<file path="src/rtl/alu_mul_seq_pkg.sv">
// Shared parameters for the EX-stage multiply sequencer: ALU function codes,
// sequencer state encoding and op_sel encoding (also used by the hazard unit).
package alu_mul_seq_pkg;

  localparam logic [3:0] AluFuncAdd  = 4'b0000;
  localparam logic [3:0] AluFuncSltu = 4'b0011;

  localparam logic OpSelMul   = 1'b0;
  localparam logic OpSelMulhu = 1'b1;

  typedef enum logic [1:0] {
    StIdle  = 2'd0,
    StAdd   = 2'd1,
    StCarry = 2'd2,
    StDone  = 2'd3
  } mul_state_e;

endpackage

</file>
<file path="src/rtl/alu_mul_seq.sv">
// Iterative RV32M MUL/MULHU sequencer that borrows the EX-stage ALU: one ADD cycle
// and one SLTU carry-recovery cycle per multiplier bit.
module alu_mul_seq
  import alu_mul_seq_pkg::*;
#(
  parameter int unsigned XLEN = 32
) (
  input  logic            i_clk,
  input  logic            i_rst,
  input  logic            i_start,
  input  logic            i_op_sel,
  input  logic [XLEN-1:0] i_rs1,
  input  logic [XLEN-1:0] i_rs2,
  input  logic            i_flush,
  output logic            o_busy,
  output logic            o_done,
  output logic [XLEN-1:0] o_result,
  output logic            o_alu_req,
  output logic [XLEN-1:0] o_alu_op1,
  output logic [XLEN-1:0] o_alu_op2,
  output logic [3:0]      o_alu_func,
  input  logic [XLEN-1:0] i_alu_res
);

  mul_state_e      r_state, w_state_d;
  logic [XLEN-1:0] r_hi, w_hi_d;
  logic [XLEN-1:0] r_lo, w_lo_d;
  logic [XLEN-1:0] r_mcand, w_mcand_d;
  logic [XLEN-1:0] r_tmp, w_tmp_d;
  logic [XLEN-1:0] r_result, w_result_d;
  logic [4:0]      r_cnt, w_cnt_d;
  logic            r_opm, w_opm_d;
  logic            w_carry;

  always_ff @(posedge i_clk or posedge i_rst) begin
    if (i_rst) begin
      r_state  <= StIdle;
      r_hi     <= '0;
      r_lo     <= '0;
      r_mcand  <= '0;
      r_tmp    <= '0;
      r_result <= '0;
      r_cnt    <= '0;
      r_opm    <= 1'b0;
    end else begin
      r_state  <= w_state_d;
      r_hi     <= w_hi_d;
      r_lo     <= w_lo_d;
      r_mcand  <= w_mcand_d;
      r_tmp    <= w_tmp_d;
      r_result <= w_result_d;
      r_cnt    <= w_cnt_d;
      r_opm    <= w_opm_d;
    end
  end

  always_comb begin
    w_state_d  = r_state;
    w_hi_d     = r_hi;
    w_lo_d     = r_lo;
    w_mcand_d  = r_mcand;
    w_tmp_d    = r_tmp;
    w_result_d = r_result;
    w_cnt_d    = r_cnt;
    w_opm_d    = r_opm;
    w_carry    = 1'b0;
    o_alu_op1  = '0;
    o_alu_op2  = '0;
    o_alu_func = 4'b0000;

    unique case (r_state)
      StIdle: begin
        if (i_start) begin
          w_opm_d = i_op_sel;
          w_hi_d  = '0;
          w_cnt_d = '0;
          if ((i_rs1 == '0) || (i_rs2 == '0)) begin
            // Zero operand: product is zero, skip the iteration entirely.
            w_lo_d     = '0;
            w_result_d = '0;
            w_state_d  = StDone;
          end else begin
            w_mcand_d = i_rs1;
            w_lo_d    = i_rs2;
            w_state_d = StAdd;
          end
        end
      end
      StAdd: begin
        o_alu_op1  = r_hi;
        o_alu_op2  = r_mcand;
        o_alu_func = AluFuncAdd;
        w_tmp_d    = r_lo[0] ? i_alu_res : r_hi;
        w_state_d  = StCarry;
      end
      StCarry: begin
        // A wrapped sum is smaller than the addend, so SLTU(sum, mcand) is the carry.
        o_alu_op1  = r_tmp;
        o_alu_op2  = r_mcand;
        o_alu_func = AluFuncSltu;
        w_carry    = r_lo[0] & i_alu_res[0];
        w_hi_d     = {w_carry, r_tmp[XLEN-1:1]};
        w_lo_d     = {r_tmp[0], r_lo[XLEN-1:1]};
        if (r_cnt == 5'd31) begin
          w_result_d = r_opm ? w_hi_d : w_lo_d;
          w_state_d  = StDone;
        end else begin
          w_cnt_d   = r_cnt + 5'd1;
          w_state_d = StAdd;
        end
      end
      StDone: begin
        w_state_d = StIdle;
      end
      default: begin
        w_state_d = StIdle;
      end
    endcase

    if (i_flush) begin
      w_state_d  = StIdle;
      w_result_d = r_result;
    end
  end

  assign o_busy    = (r_state != StIdle);
  assign o_done    = (r_state == StDone) && !i_flush;
  assign o_alu_req = (r_state == StAdd) || (r_state == StCarry);
  assign o_result  = r_result;

endmodule

</file>
<file path="config.mk">
export PLATFORM = sky130hd
export DESIGN_NAME = alu_mul_seq
export DESIGN_NICKNAME = d
export VERILOG_FILES = /design/src/rtl/alu_mul_seq_pkg.sv /design/src/rtl/alu_mul_seq.sv
export SDC_FILE = /design/constraint.sdc
export NUM_CORES = 1
export LEC_CHECK = 0
export CAP_MARGIN = 25
export CORE_MARGIN = 4
export CORE_UTILIZATION = 50
export DETAILED_ROUTE_END_ITERATION = 8
export GPL_TIMING_DRIVEN = 0
export PLACE_DENSITY = 0.81
export SETUP_SLACK_MARGIN = 0.4
export SKIP_LAST_GASP = 1
export SLEW_MARGIN = 20
export SYNTH_ARGS = -nofsm -noshare
export SYNTH_HDL_FRONTEND = slang
export SYNTH_SLANG_ARGS = --single-unit
</file>
<file path="constraint.sdc">
create_clock -name i_clk -period 5.89 [get_ports i_clk]
set_input_delay 0.589 -clock i_clk [delete_from_list [all_inputs] [get_ports i_clk]]
set_output_delay 0.589 -clock i_clk [all_outputs]
set_load 0.005 [all_outputs]
</file>
-- Yosys cells after proc, flatten, opt, wreduce, memory -nomap -nowiden
Cells that the tools add are included.
- logic and storage cells: 58
- bits of input ports: 101
- output and inout bits: 103
- flip-flop bits (word level): 168
- $add $sub $neg: 1
- reduce and logical (&&, ||, !) cells: 15
- bitwise gates (word level): 3
- muxes and demuxes: 22
- equal/unequal tests: 9
- operators by type and width (operator ; count):
    32-bit 2-to-1 mux ; 9
    32-bit case mux with 2 select lines ; 4
    32-bit zero test ; 2
    2-bit 2-to-1 mux ; 5
    5-bit 2-to-1 mux ; 2
    5-bit case mux with 2 select lines ; 1
    2-bit != test, second input constant ; 4
    2-bit case mux with 4 select lines ; 1
    3-bit AND reduction ; 2
    5-bit by 1-bit adder with 5-bit output, second input constant ; 1
    5-bit == test, second input constant ; 1
    5-bit AND reduction ; 1
    2-bit == test, second input constant ; 2
    2-bit AND reduction ; 2
    2-bit nonzero test ; 2
    3-bit != test, second input constant ; 1
    2-bit by 1-bit == test with 1-bit output, second input constant ; 1
    2-bit zero test ; 1
    1-bit logical OR ; 2
    1-bit NOT ; 2
    2-bit OR reduction ; 1
    1-bit AND ; 1
    1-bit logical AND ; 1
    1-bit zero test ; 1

-- Logic depth before layout (Yosys ltp)
Gate-level depths: netlist of run 1.
- depth in word-level cells: 6
- gate-level depth with buffers: 9
- depth with buffers taken out: 8

-- Worst setup path after synthesis of run 1
Ideal clock, no wire load.
- path kind: reg2out
- start: register r_state[0]
- end: output o_alu_op1[0]
- data required time: 5.301 ns
- slack: 3.460 ns
- buffers on the path: 3
- arrival: 1.841 ns
- cell stages (with the launch flop): 8
- cells stage by stage: dfrtp_1 > inv_1 > ha_1 > clkbuf_1 > clkbuf_1 > buf_1 > nand2_1 > a21boi_0
- word-level cells in the longest chain between the ends: 2
- elaborated cells between the ends (all ways): 3
- those cells by class: 2 x eq/ne; 1 x mux
- ends and longest elaborated chain (item ; RTL line ; RTL):
    from (decl) ; alu_mul_seq.sv:25 ; mul_state_e r_state, w_state_d;
    from (signal assigned) ; alu_mul_seq.sv:37 ; r_state <= StIdle;
    from (signal assigned) ; alu_mul_seq.sv:46 ; r_state <= w_state_d;
    2-bit == test or 2-bit by 1-bit == test with 1-bit output (tied branches) ; alu_mul_seq.sv:71 ; unique case (r_state)
    32-bit case mux with 2 select lines (*) ; alu_mul_seq.sv:71 ;
    to (decl) ; alu_mul_seq.sv:19 ; output logic [XLEN-1:0] o_alu_op1,
Mark *: on every way between the ends. The rest lies on a longest branch, timed or not.

-- Worst setup path after layout of run 1
Ends and elaborated chain as after synthesis.

==> results of run 1 <==
==> power groups by stage <==
stage	logic, µW	registers, µW	clock network, µW
after CTS	2740	2100	1100
after detailed placement	2720	2110	0
after global placement	2670	2090	0
after floorplan	1670	1980	0
final	2760	2120	1100
after global routing	2990	2180	1150
==> through the flow <==
| stage | TNS (ps) | util (%) | hold WS (ps) |
|---|---|---|---|
| 2_1_floorplan | 0 | - | 470 |
| 3_3_place_gp | -257780 | 66.0 | 480 |
| 3_5_place_dp | 0 | 66.2 | 485 |
| 4_1_cts | 0 | 69.7 | 499 |
| 5_1_grt | 0 | 69.7 | 518 |
| 6_report | 0 | 69.7 | 498 |
==> metal layers <==
metal / GRT usage (%) / share of wire (%) / vias up
met5: 0 / 0 / -
met4: 10.5 / 3.3 / 0
met3: 8.62 / 9.7 / 61
met2: 41.4 / 46 / 399
met1: 36.4 / 41 / 3435
li1: - / - / 3177
==> worst max-delay path, cell delays in order, from the launching register on <==
cell and delay, ps:
dfrtp_1 410, inv_1 120, ha_1 270, clkbuf_1 430
clkbuf_1 550, buf_1 480, nand2_1 150, a21boi_0 330
clkdlybuf4s50_1 610
==> state kept, by name, summed over array words and instances, names as in the netlist <==
name / cells
o_result: 32
r_hi: 32
r_state: 2
r_opm: 1
r_mcand: 32
r_lo: 32
r_tmp: 32
r_cnt: 5
==> worst paths after layout <==
check                            start           end  slack [ps]  cells after the start
setup / recovery            r_state[0]  o_alu_op1[0]        1500                      8
min in group asynchronous        i_rst   r_mcand[19]         610                      2
hold reg to reg            r_mcand[10]   r_mcand[10]         500                      1
setup reg to reg            r_state[0]      r_lo[16]        3170                      8
hold / removal             r_mcand[10]   r_mcand[10]         500                      1
max in group asynchronous        i_rst      r_hi[13]        4430                      3
==> cells in the final DEF, fill, tap and decap left out, types with 4 or more instances in the layout <==
master,n
ha_1,6
inv_1,4
a21oi_1,35
inv_6,6
buf_4,6
buf_2,6
nand3_1,4
clkbuf_1,41
dfrtp_1,168
clkinvlp_4,5
a22o_1,31
mux2_2,35
mux2i_1,64
nor2_1,133
nand4_1,7
nand2_1,7
o21ai_0,4
nor4_1,15
mux2_4,30
nor2b_1,34
clkdlybuf4s50_1,201
a221oi_1,31
clkbuf_16,17
and2_1,32
buf_1,7
a22oi_1,33
==> cell families (layout without fill, tap and decap cells) <==
logic type / after synthesis / in the layout / synth area share (%)
compound gates: 146 / 146 / 13.1
fa+ha+maj: 6 / 6 / 0.899
buf+inv: 69 / 303 / 4.05
flops: 168 / 168 / 50.3
mux: 129 / 129 / 17.8
other cells: 1 / 2 / 0.0449
simple gates: 240 / 240 / 13.8
==> cell type report <==
cell class	instances	area share [%]
timing repair buffer	202	18.1
multi-input combinational	523	33.9
clock buffer	17	3.78
sequential	168	37.4
clock inverter	15	1.27
tap	216	2.40
inverter	6	0.267
buffer	63	2.81
==> impl_metrics.tcl, run 1 <==
set metrics [dict create \
    arrival_ps 3800 \
    final_nets 1088 \
    ant_nets 0 \
    synth_top_area_share_pct 50.3 \
    intPower_uw 3660 \
    cp_max_fo 10 \
    core_area_mm2 0.0161 \
    dp_slack_ps 2100 \
    antenna_found_initial 0 \
    die_w_um 137 \
    hold_viol 0 \
    dp.cells 1178 \
    async_reset_ff_share_pct 100 \
    status "completed" \
    worst_skew_pair.late_latency_ps 440 \
    vdd_drop_max_v 0.000298 \
    yosysMostFrequentCell "dfrtp_1" \
    cts_buffer_depth 2 \
    cts_buffers 17 \
    multi_input_area_mm2 0.00381 \
    power_leakage_uw 0.00482 \
    firstDrtPassIters 5 \
    routabilityCongestion 0.880 \
    p_per_area_mw_per_mm2 532 \
    cts_tree "done" \
    via_per_inst 5.84 \
    drive_gt1_share_pct 12.0 \
    grt_max_degree 92 \
    area_growth_syn_to_layout_pct 34.6 \
    slew_violations 0 \
    io_buffers 201 \
    synth_ff_type "dfrtp_1" \
    cap_violations 0 \
    seq_power_share_pct 35.5 \
    tightest_slew_ps 761 \
    regArea_mm2 0.00420 \
    setup_viol_count_final 0 \
    fmax_mhz 228 \
    placed_area_mm2 0.0107 \
    ios 204 \
    clock_skew_ps 6.79 \
    grt_pass1_wl_mm 39.0 \
    syn_area_mm2 0.00835 \
    row_count 46 \
    cp.required_ps 5300 \
    pwr-share-clk_pct 18.3 \
    fin_crit_sh_pct 74.5 \
    synth_cell_types 42 \
    worst_slack_ps 1500 \
    grt_pass1_vias 7195 \
    fill_cells 1205 \
    endpoint_kind "output port" \
    worstSetupStartpointType "flip-flop" \
    yosysTopAreaCell "dfrtp_1" \
    diodes 0 \
    final_cells 1210 \
    slew_headroom_pct 49.3 \
    initial_core_util_pct 51.8 \
    period_needed_ps 4390 \
    synth_cells 759 \
    htree_levels 4 \
    rsz0062_at_grt "no" \
    switching_share_pct 38.7 \
    first_iter_violations 608 \
    path_class "flip-flop to output port" \
    cts-root-buf "clkbuf_16" \
    cts-hold-fix-buffers 0 \
    num_vias 7072 \
    hp-class "flip-flop to flip-flop" \
    wl_per_cell_um 20.9 \
    route.detailed.drc 0 \
    clkTransAtPathRegs_ps 70 \
    clock_sinks 168 \
    avgSynthCellArea_um2 11.0 \
    p_sw_uw 2320 \
    routed_wl_mm 25.3 \
    synth_area_leaders "dfrtp_1 50%, mux2i_1 7.7%, nor2_1 6.0%, mux2_4 5.4%, mux2_2 4.7%" \
    combPwrFrac_pct 46.2 \
    synth-edff-count 0 \
    post-cts-setup-buffers 0 \
    ys_seq_elements 168 \
    fp.dieArea_mm2 0.0188 \
    yosys_warnings 0 \
    grt_overflow 0 \
    cts_resized 0 \
    track_usage_pct 27.2 \
    yosys-top-cells-count "168 x dfrtp_1, 133 x nor2_1, 64 x mux2i_1, 41 x clkbuf_1" \
    ys_seq_area_share_pct 50.3 \
    dp_hpwl_mm 18.3 \
    die_h_um 137 \
    total_power_uw 5980 \
    fin_area_mm2 0.0112 \
]
No activity file was read; power rests on OpenSTA's default activity.
==> run 2, diff against run 1 <==
Settings changed: CORE_UTILIZATION 50 to 45, PLACE_DENSITY 0.81 to 0.77.
Clock period 5.89 ns to 3.63 ns, I/O delays scaled along.
==> impl_metrics.tcl, run 2 (synthesized netlist as in run 1, its figures left out) <==
set metrics [dict create \
    core_area_mm2 0.0181 \
    via_per_inst 5.75 \
    grt_pass1_wl_mm 39.8 \
    fin_area_mm2 0.0114 \
    cts_buffer_depth 2 \
    ios 204 \
    grt_overflow 0 \
    period_needed_ps 3090 \
    fp.dieArea_mm2 0.0208 \
    firstDrtPassIters 5 \
    clkTransAtPathRegs_ps 70 \
    final_nets 1093 \
    routed_wl_mm 25.5 \
    fmax_mhz 323 \
    cp_max_fo 10 \
    post-cts-setup-buffers 0 \
    antenna_found_initial 1 \
    vdd_drop_max_v 0.000409 \
    num_vias 7066 \
    slew_headroom_pct 53.4 \
    status "completed" \
    area_growth_syn_to_layout_pct 36.3 \
    drive_gt1_share_pct 13.7 \
    htree_levels 4 \
    routabilityCongestion 0.867 \
    cts_buffers 17 \
    reg2reg_from "r_state[1]" \
    cap_violations 0 \
    io_buffers 201 \
    timing.rr.end "r_hi[13]" \
    layout_commonest_cell "clkdlybuf4s50_1" \
    r2r_setup_slack_ps 1150 \
    dp_hpwl_mm 19.1 \
    die_h_um 144 \
    grt_pass1_vias 7261 \
    tns_ps 0 \
    setup_viol_count_final 0 \
    holdWs_ps 305 \
    ant_nets 0 \
    dp_slack_ps 34.6 \
    worstRegToRegCells 8 \
    arrival_ps 2730 \
    grt_max_degree 31 \
    first_iter_violations 572 \
    cts-root-buf "clkbuf_16" \
    path_class "flip-flop to output port" \
    worst_slack_ps 536 \
    power_leakage_uw 0.00492 \
    placed_area_mm2 0.0108 \
    worst_skew_pair.late_latency_ps 430 \
    layout_common_cells "201 x clkdlybuf4s50_1, 168 x dfrtp_1, 133 x nor2_1, 64 x mux2i_1" \
    endpoint_kind "output port" \
    cts_tree "done" \
    wl_per_cell_um 20.7 \
    tightest_slew_ps 699 \
    fin_crit_sh_pct 85.2 \
    slew_violations 0 \
    worstSetupStartpointType "flip-flop" \
    hp-class "input pin to asynchronous set/reset pin" \
    row_count 49 \
    die_w_um 144 \
    initial_core_util_pct 46.2 \
    rsz0062_at_grt "no" \
    route.detailed.drc 0 \
    clock_skew_ps 8.47 \
    track_usage_pct 24.8 \
    cp.required_ps 3270 \
    p_per_area_mw_per_mm2 852 \
    hold_viol 0 \
    clock_sinks 168 \
]
## run 2: changes by cell type in the layout (fill, tap and decap cells not counted), moves of 2 or more
cell,change
clkbuf_1,-11
clkbuf_2,+10
buf_12,+5
clkbuf_4,+2
clkbuf_8,+2
inv_6,-2
## run 2: metal layers
layer | share of wire (%) | vias up | wire length, µm | track usage, %
met5 | 0 | - | 0 | 0
met4 | 2.1 | 0 | 548 | 7.17
met3 | 9.6 | 46 | 2460 | 7.37
met2 | 48 | 366 | 12100 | 40.4
met1 | 41 | 3476 | 10400 | 32.4
li1 | - | 3178 | - | -
## run 2: critical path, stage by stage, from the launching register on
cell and delay [ps]:
dfrtp_1 400, inv_1 100, ha_1 240, buf_4 220, clkbuf_4 250, clkbuf_4 260, nand2_1 120, a21boi_2 180
clkdlybuf4s50_1 530
## run 2: timing repair
item,4_1_cts,5_1_grt
endpoints found under the setup margin,34,20
hold buffers,0,0
pin swaps,0,0
resized for setup,9,17
## run 2: per-stage QoR
stage | utilization (%) | instances | total power (µW)
after floorplan | - | 760 | 5930
after global placement | 58.9 | 1190 | 7730
after detailed placement | 59.6 | 1196 | 7860
after CTS | 62.9 | 1228 | 9680
after global routing | 63.0 | 1229 | 10300
final | 63.0 | 1229 | 9700
## run 2: how the worst max path moves through the flow
stage                     startpoint       endpoint  slack (ps)  cells after the start
after floorplan                i_rst    o_result[0]        1130                      1
after global placement         i_rst   o_result[20]        -300                      2
after detailed placement  r_state[0]   o_alu_op1[0]          30                      8
after CTS                 r_state[0]   o_alu_op1[0]         370                      8
after global routing      r_state[1]  o_alu_op1[30]         410                      7
final                     r_state[0]   o_alu_op1[0]         540                      8
## run 2: cell type report
class | count | area, µm²
Multi-Input combinational cell | 523 | 3820
Clock inverter | 12 | 115
Antenna cell | 1 | 2.50
Fill cell | 1444 | 6700
Timing Repair Buffer | 207 | 2140
Sequential cell | 168 | 4200
Buffer | 63 | 339
Tap cell | 229 | 287
Inverter | 6 | 26.3
Clock buffer | 20 | 457
## run 2: power by group
group / switching [µW] / internal [µW] / total, µW
clock: 784 / 989 / 1770
sequential: 737 / 2720 / 3460
combinational: 2170 / 2290 / 4460
total: 3690 / 6010 / 9700
